## config.mk

```make
export PLATFORM = sky130hd
export DESIGN_NAME = mandelbrot_scheduler
export DESIGN_NICKNAME = d
export VERILOG_FILES = /design/src/rtl/pixel_gen_pkg.sv /design/src/rtl/iter_color_map.sv /design/src/rtl/mandelbrot_scheduler.sv
export SDC_FILE = /design/constraint.sdc
export NUM_CORES = 1
export LEC_CHECK = 0
export ABC_AREA = 0
export CAP_MARGIN = 20
export CORE_AREA = 5 5 172 174
export CTS_CLUSTER_SIZE = 40
export DETAILED_ROUTE_END_ITERATION = 16
export DIE_AREA = 0 0 177 179
export PLACE_DENSITY = 0.79
export SYNTH_ARGS = -nofsm -noshare
export SYNTH_HDL_FRONTEND = slang
export SYNTH_SLANG_ARGS = --single-unit
```

## constraint.sdc

```tcl
create_clock -name out_stream_aclk -period 3.2 [get_ports out_stream_aclk]
set_input_delay 0.8 -clock out_stream_aclk [delete_from_list [all_inputs] [get_ports out_stream_aclk]]
set_output_delay 0.8 -clock out_stream_aclk [all_outputs]
set_load 0.005 [all_outputs]
```

## src/rtl/pixel_gen_pkg.sv

```systemverilog
// Shared types for the pixel generators: frame FSM states and colour modes.
package pixel_gen_pkg;

   typedef enum logic [1:0] {
      ST_IDLE,
      ST_LOAD,
      ST_RUN,
      ST_DRAIN
   } state_e;

   typedef enum logic [1:0] {
      COLOR_GREY   = 2'd0,
      COLOR_LEGACY = 2'd1,
      COLOR_INSIDE = 2'd2,
      COLOR_RSVD   = 2'd3
   } color_mode_e;

endpackage

```

## src/rtl/iter_color_map.sv

```systemverilog
// Maps an escape-iteration count to 8-bit RGB according to a colour mode.
module iter_color_map
   import pixel_gen_pkg::*;
#(
   parameter int ITER_W = 16
) (
   input  logic [ITER_W-1:0] iter_i,
   input  logic [ITER_W-1:0] max_iter_i,
   input  logic [1:0]        mode_i,
   output logic [7:0]        r_o,
   output logic [7:0]        g_o,
   output logic [7:0]        b_o
);

   logic [15:0] it16;

   assign it16 = 16'(iter_i);

   always_comb begin
      r_o = it16[7:0];
      g_o = it16[7:0];
      b_o = it16[7:0];
      unique case (color_mode_e'(mode_i))
         COLOR_LEGACY: b_o = it16[15:8];
         COLOR_INSIDE: begin
            if (iter_i == max_iter_i) begin
               r_o = 8'd0;
               g_o = 8'd0;
               b_o = 8'd0;
            end else begin
               r_o = 8'd0;
               b_o = ~it16[7:0];
            end
         end
         default: ;
      endcase
   end

endmodule

```

## src/rtl/mandelbrot_scheduler.sv

```systemverilog
// Frame walker: dispatches pixels round-robin to NUM_CORES cores and
// collects their results back in raster order into a pixel stream.
module mandelbrot_scheduler
   import pixel_gen_pkg::*;
#(
   parameter int NUM_CORES = 4,
   parameter int X_W       = 10,
   parameter int Y_W       = 9,
   parameter int ITER_W    = 16,
   parameter int COORD_W   = 32
) (
   input  logic                        out_stream_aclk,
   input  logic                        periph_resetn,
   input  logic                        cfg_enable,
   input  logic [X_W-1:0]              cfg_width,
   input  logic [Y_W-1:0]              cfg_height,
   input  logic [ITER_W-1:0]           cfg_max_iter,
   input  logic [COORD_W-1:0]          cfg_x_start,
   input  logic [COORD_W-1:0]          cfg_y_start,
   input  logic [COORD_W-1:0]          cfg_step,
   input  logic [1:0]                  cfg_color_mode,
   output logic [NUM_CORES-1:0]        core_start,
   output logic [COORD_W-1:0]          core_x0,
   output logic [COORD_W-1:0]          core_y0,
   output logic [ITER_W-1:0]           core_max_iter,
   input  logic [NUM_CORES-1:0]        core_done,
   input  logic [NUM_CORES*ITER_W-1:0] core_iter,
   output logic [NUM_CORES-1:0]        core_ack,
   output logic [7:0]                  pix_r,
   output logic [7:0]                  pix_g,
   output logic [7:0]                  pix_b,
   output logic                        pix_sof,
   output logic                        pix_eol,
   output logic                        pix_valid,
   input  logic                        pix_ready,
   output logic                        frame_done
);

   localparam int PW = (NUM_CORES > 1) ? $clog2(NUM_CORES) : 1;
   localparam logic [PW-1:0] PLAST = PW'(NUM_CORES - 1);

   state_e               state_q;
   logic [X_W-1:0]       w_q, x_q;
   logic [Y_W-1:0]       h_q, y_q;
   logic [ITER_W-1:0]    mi_q, oiter_q;
   logic [COORD_W-1:0]   xs_q, st_q, xacc_q, yacc_q;
   logic [1:0]           mode_q;
   logic [PW-1:0]        dptr_q, cptr_q;
   logic [NUM_CORES-1:0] busy_q, tsof_q, teol_q;
   logic                 ov_q, osof_q, oeol_q;

   logic                 disp, coll, last_x, last_px;
   logic [ITER_W-1:0]    cur_iter;

   function automatic logic [PW-1:0] inc(input logic [PW-1:0] p);
      return (p == PLAST) ? '0 : p + PW'(1);
   endfunction

   assign disp    = (state_q == ST_RUN) && !busy_q[dptr_q];
   assign last_x  = (x_q == w_q - X_W'(1));
   assign last_px = last_x && (y_q == h_q - Y_W'(1));
   assign coll    = busy_q[cptr_q] && core_done[cptr_q] &&
                    (!ov_q || pix_ready);
   assign cur_iter = core_iter[int'(cptr_q)*ITER_W +: ITER_W];

   assign core_start    = NUM_CORES'(disp) << dptr_q;
   assign core_ack      = NUM_CORES'(coll) << cptr_q;
   assign core_x0       = xacc_q;
   assign core_y0       = yacc_q;
   assign core_max_iter = mi_q;
   assign pix_valid     = ov_q;
   assign pix_sof       = osof_q;
   assign pix_eol       = oeol_q;
   assign frame_done    = (state_q == ST_DRAIN) && (busy_q == '0) && !ov_q;

   iter_color_map #(.ITER_W(ITER_W)) u_cmap (
      .iter_i     (oiter_q),
      .max_iter_i (mi_q),
      .mode_i     (mode_q),
      .r_o        (pix_r),
      .g_o        (pix_g),
      .b_o        (pix_b)
   );

   always_ff @(posedge out_stream_aclk or negedge periph_resetn) begin
      if (!periph_resetn) begin
         state_q <= ST_IDLE;
         w_q     <= '0;
         h_q     <= '0;
         mi_q    <= '0;
         xs_q    <= '0;
         st_q    <= '0;
         mode_q  <= '0;
         x_q     <= '0;
         y_q     <= '0;
         xacc_q  <= '0;
         yacc_q  <= '0;
         dptr_q  <= '0;
         cptr_q  <= '0;
         busy_q  <= '0;
         tsof_q  <= '0;
         teol_q  <= '0;
         ov_q    <= 1'b0;
         oiter_q <= '0;
         osof_q  <= 1'b0;
         oeol_q  <= 1'b0;
      end else begin
         if (coll) begin
            ov_q    <= 1'b1;
            oiter_q <= cur_iter;
            osof_q  <= tsof_q[cptr_q];
            oeol_q  <= teol_q[cptr_q];
            cptr_q  <= inc(cptr_q);
         end else if (pix_ready) begin
            ov_q <= 1'b0;
         end

         busy_q <= (busy_q | core_start) & ~core_ack;

         if (disp) begin
            tsof_q[dptr_q] <= (x_q == '0) && (y_q == '0);
            teol_q[dptr_q] <= last_x;
            dptr_q         <= inc(dptr_q);
            if (last_x) begin
               x_q    <= '0;
               xacc_q <= xs_q;
               y_q    <= y_q + Y_W'(1);
               yacc_q <= yacc_q + st_q;
            end else begin
               x_q    <= x_q + X_W'(1);
               xacc_q <= xacc_q + st_q;
            end
         end

         case (state_q)
            ST_IDLE: if (cfg_enable) state_q <= ST_LOAD;
            ST_LOAD: begin
               // Zero-sized frames are treated as one pixel wide/high.
               w_q     <= (cfg_width == '0) ? X_W'(1) : cfg_width;
               h_q     <= (cfg_height == '0) ? Y_W'(1) : cfg_height;
               mi_q    <= cfg_max_iter;
               xs_q    <= cfg_x_start;
               st_q    <= cfg_step;
               mode_q  <= cfg_color_mode;
               x_q     <= '0;
               y_q     <= '0;
               xacc_q  <= cfg_x_start;
               yacc_q  <= cfg_y_start;
               state_q <= ST_RUN;
            end
            ST_RUN: if (disp && last_px) state_q <= ST_DRAIN;
            ST_DRAIN: begin
               if (frame_done) state_q <= cfg_enable ? ST_LOAD : ST_IDLE;
            end
            default: state_q <= ST_IDLE;
         endcase
      end
   end

endmodule
```

==> impl_metrics.toml, run 1 <==
[routing]
vias = 12675
ant_nets = 0
post-route-drc-count = 0
vias_per_cell = 5.67
drtIter0Drc = 751
drt-pass1-iter-count = 5
wl_per_cell_um = 18.9
drt-total-wl_mm = 42.3

[logic_synthesis]
synthTopCellsByArea = "dfrtp_1, mux2_2, ha_1"
yosysMostFrequentCell = "dfrtp_1"
synthFlopType = "dfrtp_1"
synth_top_area_cell = "dfrtp_1"
synth-seq-area-share = 0.396
syn-num-nets = 1787
yosys_warnings = 0
syn_inst = 1501
synth_cell_types = 67
synth_edf_count = 0
synth_top_cell_area_share = 0.396
async_flop_share = 1.00
synth-seq-cells = 221
syn_avg_cell_area_um2 = 9.31
ys_top_cells_by_count = "dfrtp_1, o21ai_0, nand2_1"
syn_area_mm2 = 0.0140

[worst_setup_path]
r2r_cells = 11
cp-end-kind = "primary output"
regToRegEndpoint = "core_x0[24]$_DFFE_PN0P_"
max_stage_delay_ns = 0.44
regToRegSetupSlack_ns = 0.14
worstPathRequired_ns = 2.40
critPathTopFamily = "simple AND/OR/NAND/NOR gates"
crit_path_top_delay_cell = "dfrtp_2"
crit_end = "pix_b[3]"
worstPathBufferInverterCount = 2
crit_path_cell_trace = "xnor2_2 -> nand4_1 -> nor4_2 -> nand2b_4 -> buf_6 -> nor2_1 -> a211oi_2 -> a21oi_1 -> clkbuf_2"
crit_path_start = "oiter_q[14]$_DFFE_PN0P_"
arrival_ns = 2.37
timing.rr.start = "st_q[7]$_DFFE_PN0P_"
critical_path_class = "flop to primary output"
crit_cells = 9
critPathLaunchType = "flop"
crit_path_max_fanout = 7

[sta]
tns_ns = 0
rsz0062_at_grt = "true"
timing.final.crit_period_ns = 3.17
tightest_slew_ns = 0.685
setup_viol = 0
fin_crit_sh = 0.990
whs_ns = 0.243
slew_headroom = 0.541
fmax_mhz = 316
hold_viol_final = 0
fin_skew_ns = 0.0171
finalMaxSlewViolations = 0

[global_route]
grtUsageMet1 = 0.327
grtUsageTotal = 0.260
grt_pass1_wl_mm = 66.5
antenna_found_initial = 1
grt_max_degree = 80
grt_overflow = 0
use_met3 = 0.0569
gr-max-usage-layer = "met2"
use_met2 = 0.457
first_global_vias = 12808

[finish]
nNetsFinal = 2125
drive_above_1_share = 0.157
multi_input_area_mm2 = 0.00815
final-seq-area_mm2 = 0.00554
syn_to_final_growth_pct = 35.6
fin_util = 0.686
fillCellCount = 2174
instances_no_fill = 2234

[floorplan]
io_pins = 321
core_area_mm2 = 0.0276
fp.dieH_um = 179
initial_core_util = 0.506
die_area_mm2 = 0.0317
die_x_um = 177
rows = 61

[flow_run]
maxCapViolCount = 0

[clock_network]
clock_latency_ns = 0.53
clk_pin_slew_ns = 0.06
cts_tree = "yes"
cts_hold_buf = 0
cts_root_buf = "clkbuf_16"
h-tree-depth = 1
clock_sinks = 221
cts_buffers = 25
clk_path_buf_depth = 3

[pwr]
power_mw = 21.9
p_comb_frac = 0.623
ir_worst_vdd_uv = 622
power.clock.fraction = 0.125
switching_share = 0.432
switchingPower_mw = 9.47
internal-power_mw = 12.5
leakagePower_nw = 8.12
p_seq_frac = 0.252
powerDensity_mw_per_mm2 = 1160

[placed_design]
io_buffers = 320
gp_congestion = 0.945
dp.cells = 2172
place_hpwl_mm = 32.6

[min_path]
hold_class = "primary input to async pin"

[status]
status = "finished, final reports clean"
==> worst reg2reg max path, stage by stage, from the launching register on <==
cell      delay, ns
dfrtp_1        0.38
ha_1           0.31
a21o_1         0.16
a21o_1         0.17
or3_1          0.33
o221a_4        0.24
or3_1          0.37
a31o_2         0.28
a311oi_2       0.26
xnor2_1        0.19
nor3_2         0.07
o31ai_1        0.22
==> power groups by stage <==
| stage | combinational, mW | sequential, mW | clock [mW] |
|---|---|---|---|
| after floorplan | 8.93 | 5.03 | 0 |
| after global placement | 12.8 | 5.44 | 0 |
| after detailed placement | 13.2 | 5.49 | 0 |
| after CTS | 13.3 | 5.48 | 2.81 |
| after global routing | 15.1 | 5.69 | 2.94 |
| final | 13.7 | 5.53 | 2.75 |
==> per-layer routing <==
metal	vias up	share of wire	routed length, um
met1	6077	0.41	17300
met3	61	0.081	3410
met2	454	0.49	20500
met5	-	0	0
met4	0	0.025	1050
li1	6083	-	-
==> how the worst min path moves through the flow <==
stage / endpoint / cells past startpoint / start
after CTS: core_max_iter[11]$_DFFE_PN0P_ / 1 / periph_resetn
after global placement: teol_q[1]$_DFFE_PN0P_ / 2 / teol_q[1]$_DFFE_PN0P_
after floorplan: teol_q[2]$_DFFE_PN0P_ / 2 / teol_q[2]$_DFFE_PN0P_
after detailed placement: teol_q[3]$_DFFE_PN0P_ / 2 / teol_q[3]$_DFFE_PN0P_
after global routing: h_q[3]$_DFFE_PN0P_ / 1 / periph_resetn
final: h_q[8]$_DFFE_PN0P_ / 1 / periph_resetn
==> kinds of logic (layout without fill, tap and decap cells) <==
group,Yosys count,in the layout,synth area share
adder cells (fa/ha/maj),81,81,0.0736
multiplexers,118,118,0.109
XOR/XNOR,103,103,0.0646
other,0,1,0
AND/OR/NAND/NOR,391,391,0.130
flip-flops,221,221,0.396
AO/OA/AOI/OAI,438,438,0.187
buffers and inverters,149,503,0.0402
==> flip-flops by register name, summed over array words and instances, names as in the netlist, 10 cells and up <==
signal         count
core_max_iter     16
core_x0           32
core_y0           32
oiter_q           16
st_q              32
w_q               10
x_q               10
xs_q              32
==> cell type report <==
| cell class | count | share of cell area |
|---|---|---|
| antenna | 1 | 0.000132 |
| clock buffer | 39 | 0.0400 |
| clock inverter | 4 | 0.00139 |
| inverter | 73 | 0.0145 |
| multi-input combinational | 1131 | 0.430 |
| sequential | 221 | 0.292 |
| tap | 378 | 0.0250 |
| timing repair buffer | 387 | 0.197 |
==> placed cells by master (no fill, tap or decap), types with 53 or more instances in the layout <==
cell type        instances
mux2_2                  90
a21oi_1                126
clkdlybuf4s50_1        294
nor2_1                  86
nand2_1                152
buf_4                   58
ha_1                    76
dfrtp_1                217
inv_1                   71
o21ai_0                152
xnor2_1                 53
==> repair_timing <==
action,in CTS,in global routing
pin swaps,11,20
endpoints found under the setup margin,17,32
resized for setup,59,55
buffers inserted,10,11
==> stage by stage <==
step	area [um2]	worst slack (ns)
after floorplan	14000	0.230
after global placement	17800	-0.434
after detailed placement	17800	-0.471
after CTS	18800	-0.156
after global routing	18900	-0.102
final	18900	0.0310
Note: power is estimated with default switching activity, not from simulation.
==> inputs of run 2 (changes only) <==
--- a/config.mk
+++ b/config.mk
@@ -7,11 +7,12 @@
 export LEC_CHECK = 0
 export ABC_AREA = 0
 export CAP_MARGIN = 20
-export CORE_AREA = 5 5 172 174
+export CORE_AREA = 5 5 248 250
 export CTS_CLUSTER_SIZE = 40
 export DETAILED_ROUTE_END_ITERATION = 16
-export DIE_AREA = 0 0 177 179
-export PLACE_DENSITY = 0.79
+export DIE_AREA = 0 0 253 255
+export PLACE_DENSITY = 0.43
+export SLEW_MARGIN = 15
 export SYNTH_ARGS = -nofsm -noshare
 export SYNTH_HDL_FRONTEND = slang
 export SYNTH_SLANG_ARGS = --single-unit
==> impl_metrics.toml, run 2 (synthesis gave the netlist of run 1 again) <==
[sta]
setup_viol = 8
finalMaxSlewViolations = 0
slew_headroom = 0.590
fin_skew_ns = 0.0379
timing.final.crit_period_ns = 3.31
tightest_slew_ns = 0.616
hold_viol_final = 0
tns_ns = -0.644
fin_crit_sh = 1.04
fmax_mhz = 302
whs_ns = 0.160
rsz0062_at_grt = "true"
finalWorstSetupSlack_ns = -0.113

[clock_network]
h-tree-depth = 1
cts_tree = "yes"
clk_path_buf_depth = 3
clk_pin_slew_ns = 0.06
clock_latency_ns = 0.60
cts_root_buf = "clkbuf_16"
cts_buffers = 30
cts_hold_buf = 0
clock_sinks = 221

[worst_setup_path]
r2r_cells = 11
crit_path_cell_trace = "xnor2_1 -> nand4_1 -> nor4_2 -> nand2b_4 -> buf_4 -> nor2_2 -> a211oi_1 -> a21oi_1 -> buf_2"
worstPathBufferInverterCount = 2
worstPathRequired_ns = 2.40
max_stage_delay_ns = 0.42
critPathTopFamily = "simple AND/OR/NAND/NOR gates"
crit_cells = 9
cp-end-kind = "primary output"
arrival_ns = 2.51
crit_path_top_delay_cell = "dfrtp_1"
critPathLaunchType = "flop"
critical_path_class = "flop to primary output"
crit_path_max_fanout = 6

[finish]
drive_above_1_share = 0.176
diodes = 0
instances_no_fill = 2669
layout_commonest_cell = "clkdlybuf4s50_1"
final-seq-area_mm2 = 0.00553
multi_input_area_mm2 = 0.00810
design_area_mm2 = 0.0199
nNetsFinal = 2158
fin_util = 0.338
syn_to_final_growth_pct = 42.1
final_cell_mix = "clkdlybuf4s50_1, dfrtp_1, nand2_1, o21ai_0, a21oi_1"
fillCellCount = 6055

[placed_design]
io_buffers = 320
gp_congestion = 0.853
pre_cts_ws_ns = -0.265
place_hpwl_mm = 37.3
placed_area_mm2 = 0.0185
dp.cells = 2586

[pwr]
ir_worst_vdd_uv = 541
leakagePower_nw = 8.41
powerDensity_mw_per_mm2 = 1170
power_mw = 23.2

[routing]
drt-total-wl_mm = 49.1
ant_nets = 0
post-route-drc-count = 0
wl_per_cell_um = 18.4
met1_length_mm = 22.4
vias_per_cell = 4.72
top_layer = "met4"
drtIter0Drc = 652
vias = 12604
wl_met2_mm = 22.7
wl_met3_mm = 2.79
drt-pass1-iter-count = 5

[status]
violations = "setup timing"
status = "finished with violations"

[floorplan]
die_x_um = 253
core_area_mm2 = 0.0588
die_area_mm2 = 0.0645
fp.dieH_um = 255
io_pins = 321
rows = 89
initial_core_util = 0.238

[min_path]
hold_class = "primary input to async pin"

[global_route]
grtUsageTotal = 0.147
grt_max_degree = 124
grt_overflow = 0
grt_pass1_wl_mm = 76.5
first_global_vias = 13101
antenna_found_initial = 1

[flow_run]
maxCapViolCount = 0
## run 2: layout make-up
class,count,area share
inverters,73,0.0138
repair buffers,415,0.198
clock buffers,40,0.0442
multi-input cells,1131,0.408
well taps,773,0.0487
flip-flops and latches,221,0.279
clock inverters,16,0.00895
## run 2: final timing paths
check                                           from                      end  slack, ns
hold / removal                         periph_resetn     xs_q[30]$_DFFE_PN0P_       0.16
setup reg to reg              core_x0[7]$_DFFE_PN0P_  core_x0[24]$_DFFE_PN0P_       0.10
setup / recovery              oiter_q[9]$_DFFE_PN0P_                 pix_b[7]      -0.11
min in group out_stream_aclk   teol_q[2]$_DFFE_PN0P_    teol_q[2]$_DFFE_PN0P_       0.49
hold reg to reg                teol_q[2]$_DFFE_PN0P_    teol_q[2]$_DFFE_PN0P_       0.49
max in group asynchronous              periph_resetn  oiter_q[14]$_DFFE_PN0P_       2.28
## run 2: per-layer routing
metal,global-route usage,vias to the layer above
met3,0.0320,63
met2,0.244,284
met4,0.0319,0
li1,-,6164
met1,0.197,6093
met5,0,-
## run 2: repair_timing
item / 4_1_cts / 5_1_grt
buffers inserted: 15 / 12
setup endpoints to repair: 29 / 34
resized for setup: 71 / 48
pin swaps: 9 / 17
## run 2: report_power, final
part	switching [mW]	internal, mW	total, mW
registers	1.30	4.11	5.41
logic	7.26	6.99	14.3
clock network	1.39	2.16	3.55
==> inputs of run 3 (changes only) <==
--- a/config.mk
+++ b/config.mk
@@ -7,11 +7,13 @@
 export LEC_CHECK = 0
 export ABC_AREA = 0
 export CAP_MARGIN = 20
+export CELL_PAD_IN_SITES_DETAIL_PLACEMENT = 0
+export CELL_PAD_IN_SITES_GLOBAL_PLACEMENT = 1
 export CORE_AREA = 5 5 248 250
 export CTS_CLUSTER_SIZE = 40
 export DETAILED_ROUTE_END_ITERATION = 16
 export DIE_AREA = 0 0 253 255
-export PLACE_DENSITY = 0.43
+export PLACE_DENSITY = 0.54
 export SLEW_MARGIN = 15
 export SYNTH_ARGS = -nofsm -noshare
 export SYNTH_HDL_FRONTEND = slang
==> constraint.sdc (replaced) <==
create_clock -name out_stream_aclk -period 3.2 [get_ports out_stream_aclk]
set_input_delay 0.32 -clock out_stream_aclk [delete_from_list [all_inputs] [get_ports out_stream_aclk]]
set_output_delay 0.32 -clock out_stream_aclk [all_outputs]
set_load 0.005 [all_outputs]
==> impl_metrics.toml, run 3 (synthesis gave the netlist of run 1 again) <==
[status]
status = "finished, final reports clean"

[sta]
setup_viol = 0
fmax_mhz = 327
fin_skew_ns = 0.0165
tightest_slew_ns = 0.865
fin_crit_sh = 0.955
rsz0062_at_grt = "true"
whs_ns = 0.276
finalWorstSetupSlack_ns = 0.143
finalMaxSlewViolations = 0
timing.final.crit_period_ns = 3.06
slew_headroom = 0.423
hold_viol_final = 0

[global_route]
grt_max_degree = 191
grt_pass1_wl_mm = 75.8
antenna_found_initial = 0
grtUsageTotal = 0.147
grt_overflow = 0
first_global_vias = 12663

[worst_setup_path]
crit_path_max_fanout = 3
critical_path_class = "flop to flop"
cp-end-kind = "flop"
worstPathRequired_ns = 3.68
critPathLaunchType = "flop"
crit_path_top_delay_cell = "dfrtp_1"
arrival_ns = 3.53
max_stage_delay_ns = 0.38
crit_path_frequent_cell = "a21o_1"
crit_path_cell_trace = "ha_1 -> a21o_1 -> a21o_1 -> or3_1 -> o221a_4 -> or3_4 -> a31o_4 -> a311oi_2 -> xnor2_1 -> nor3_2 -> o31ai_1"

[routing]
post-route-drc-count = 0
wl_per_cell_um = 18.9
drtIter0Drc = 614
ant_nets = 0
drt-pass1-iter-count = 4
vias = 12323
vias_per_cell = 4.70
drt-total-wl_mm = 49.4

[floorplan]
die_x_um = 253
initial_core_util = 0.238
core_area_mm2 = 0.0588
fp.dieH_um = 255
rows = 89
io_pins = 321
die_area_mm2 = 0.0645

[clock_network]
clock_sinks = 221
clk_path_buf_depth = 3
h-tree-depth = 1
cts_buffers = 30
cts_root_buf = "clkbuf_16"
clk_pin_slew_ns = 0.06
cts_tree = "yes"
clock_latency_ns = 0.58

[pwr]
leakagePower_nw = 8.05
powerDensity_mw_per_mm2 = 1170
ir_worst_vdd_uv = 709

[finish]
syn_to_final_growth_pct = 39.6
nNetsFinal = 2111
final_cell_mix = "clkdlybuf4s50_1, dfrtp_1, nand2_1, o21ai_0, a21oi_1"
layout_commonest_cell = "clkdlybuf4s50_1"
design_area_mm2 = 0.0195
drive_above_1_share = 0.136

[placed_design]
io_buffers = 320
placed_area_mm2 = 0.0183
pre_cts_ws_ns = -0.0281
gp_congestion = 0.840
place_hpwl_mm = 37.2

[min_path]
hold_class = "primary input to async pin"

[flow_run]
maxCapViolCount = 0
-- run 3: through the flow --
stage / setup TNS (ns) / cells / utilization / total power [mW]
detailed placement: -0.0475 / 2559 / 0.311 / 19.0
floorplan: 0 / 1501 / - / 14.0
CTS: 0 / 2615 / 0.329 / 22.8
finish: 0 / 2622 / 0.332 / 22.8
global route: -0.0441 / 2621 / 0.332 / 24.8
global placement: -0.00381 / 2559 / 0.311 / 19.0
-- run 3: path summary, 6_finish.rpt --
path                                     startpoint                      endpoint  slack, ns  depth (start not counted)
max                             st_q[7]$_DFFE_PN0P_       core_x0[24]$_DFFE_PN0P_       0.14                         11
min                                   periph_resetn            h_q[3]$_DFFE_PN0P_       0.28                          2
max reg2reg                     st_q[7]$_DFFE_PN0P_       core_x0[24]$_DFFE_PN0P_       0.14                         11
min reg2reg                   teol_q[0]$_DFFE_PN0P_         teol_q[0]$_DFFE_PN0P_       0.49                          2
max in group asynchronous             periph_resetn  core_max_iter[5]$_DFFE_PN0P_       2.04                          3
min in group out_stream_aclk        cfg_y_start[18]       core_y0[18]$_DFFE_PN0P_       0.29                          3
-- run 3: what timing repair did --
action                     4_1_cts  5_1_grt
hold buffers                     1        0
hold endpoints to repair        60        0
buffers inserted                 0        6
pin swaps                        0       16
gates resized for setup          7       31
setup endpoints to repair       13       23
-- run 3: cell type report --
class,instances,area [um2]
Fill cell,6059,39300
Tap cell,773,967
Antenna cell,1,2.50
Sequential cell,221,5530
Multi-Input combinational cell,1131,8070
Timing Repair Buffer,368,3630
Inverter,73,274
Clock inverter,10,135
Clock buffer,45,898
-- run 3: worst max-delay path: cells and delay by family (launching register included) --
family	cells	cell delay (ns)
AOI/OAI and AO/OA	6	1.30
xor gates and xnor gates	1	0.18
DFF	1	0.38
and+or+nand+nor	3	0.77
adders and majority gates	1	0.31
-- run 3: power breakdown --
part           internal (mW)  switching (mW)
combinational           6.74            7.11
sequential              4.11            1.35
clock                   2.16            1.35
-- run 3: metal layers --
layer | up-vias | global-route usage | part of all wire
met1 | 5971 | 0.203 | 0.47
met4 | 0 | 0.0290 | 0.020
met2 | 249 | 0.243 | 0.46
li1 | 6049 | - | -
met3 | 54 | 0.0277 | 0.046
met5 | - | 0 | 0
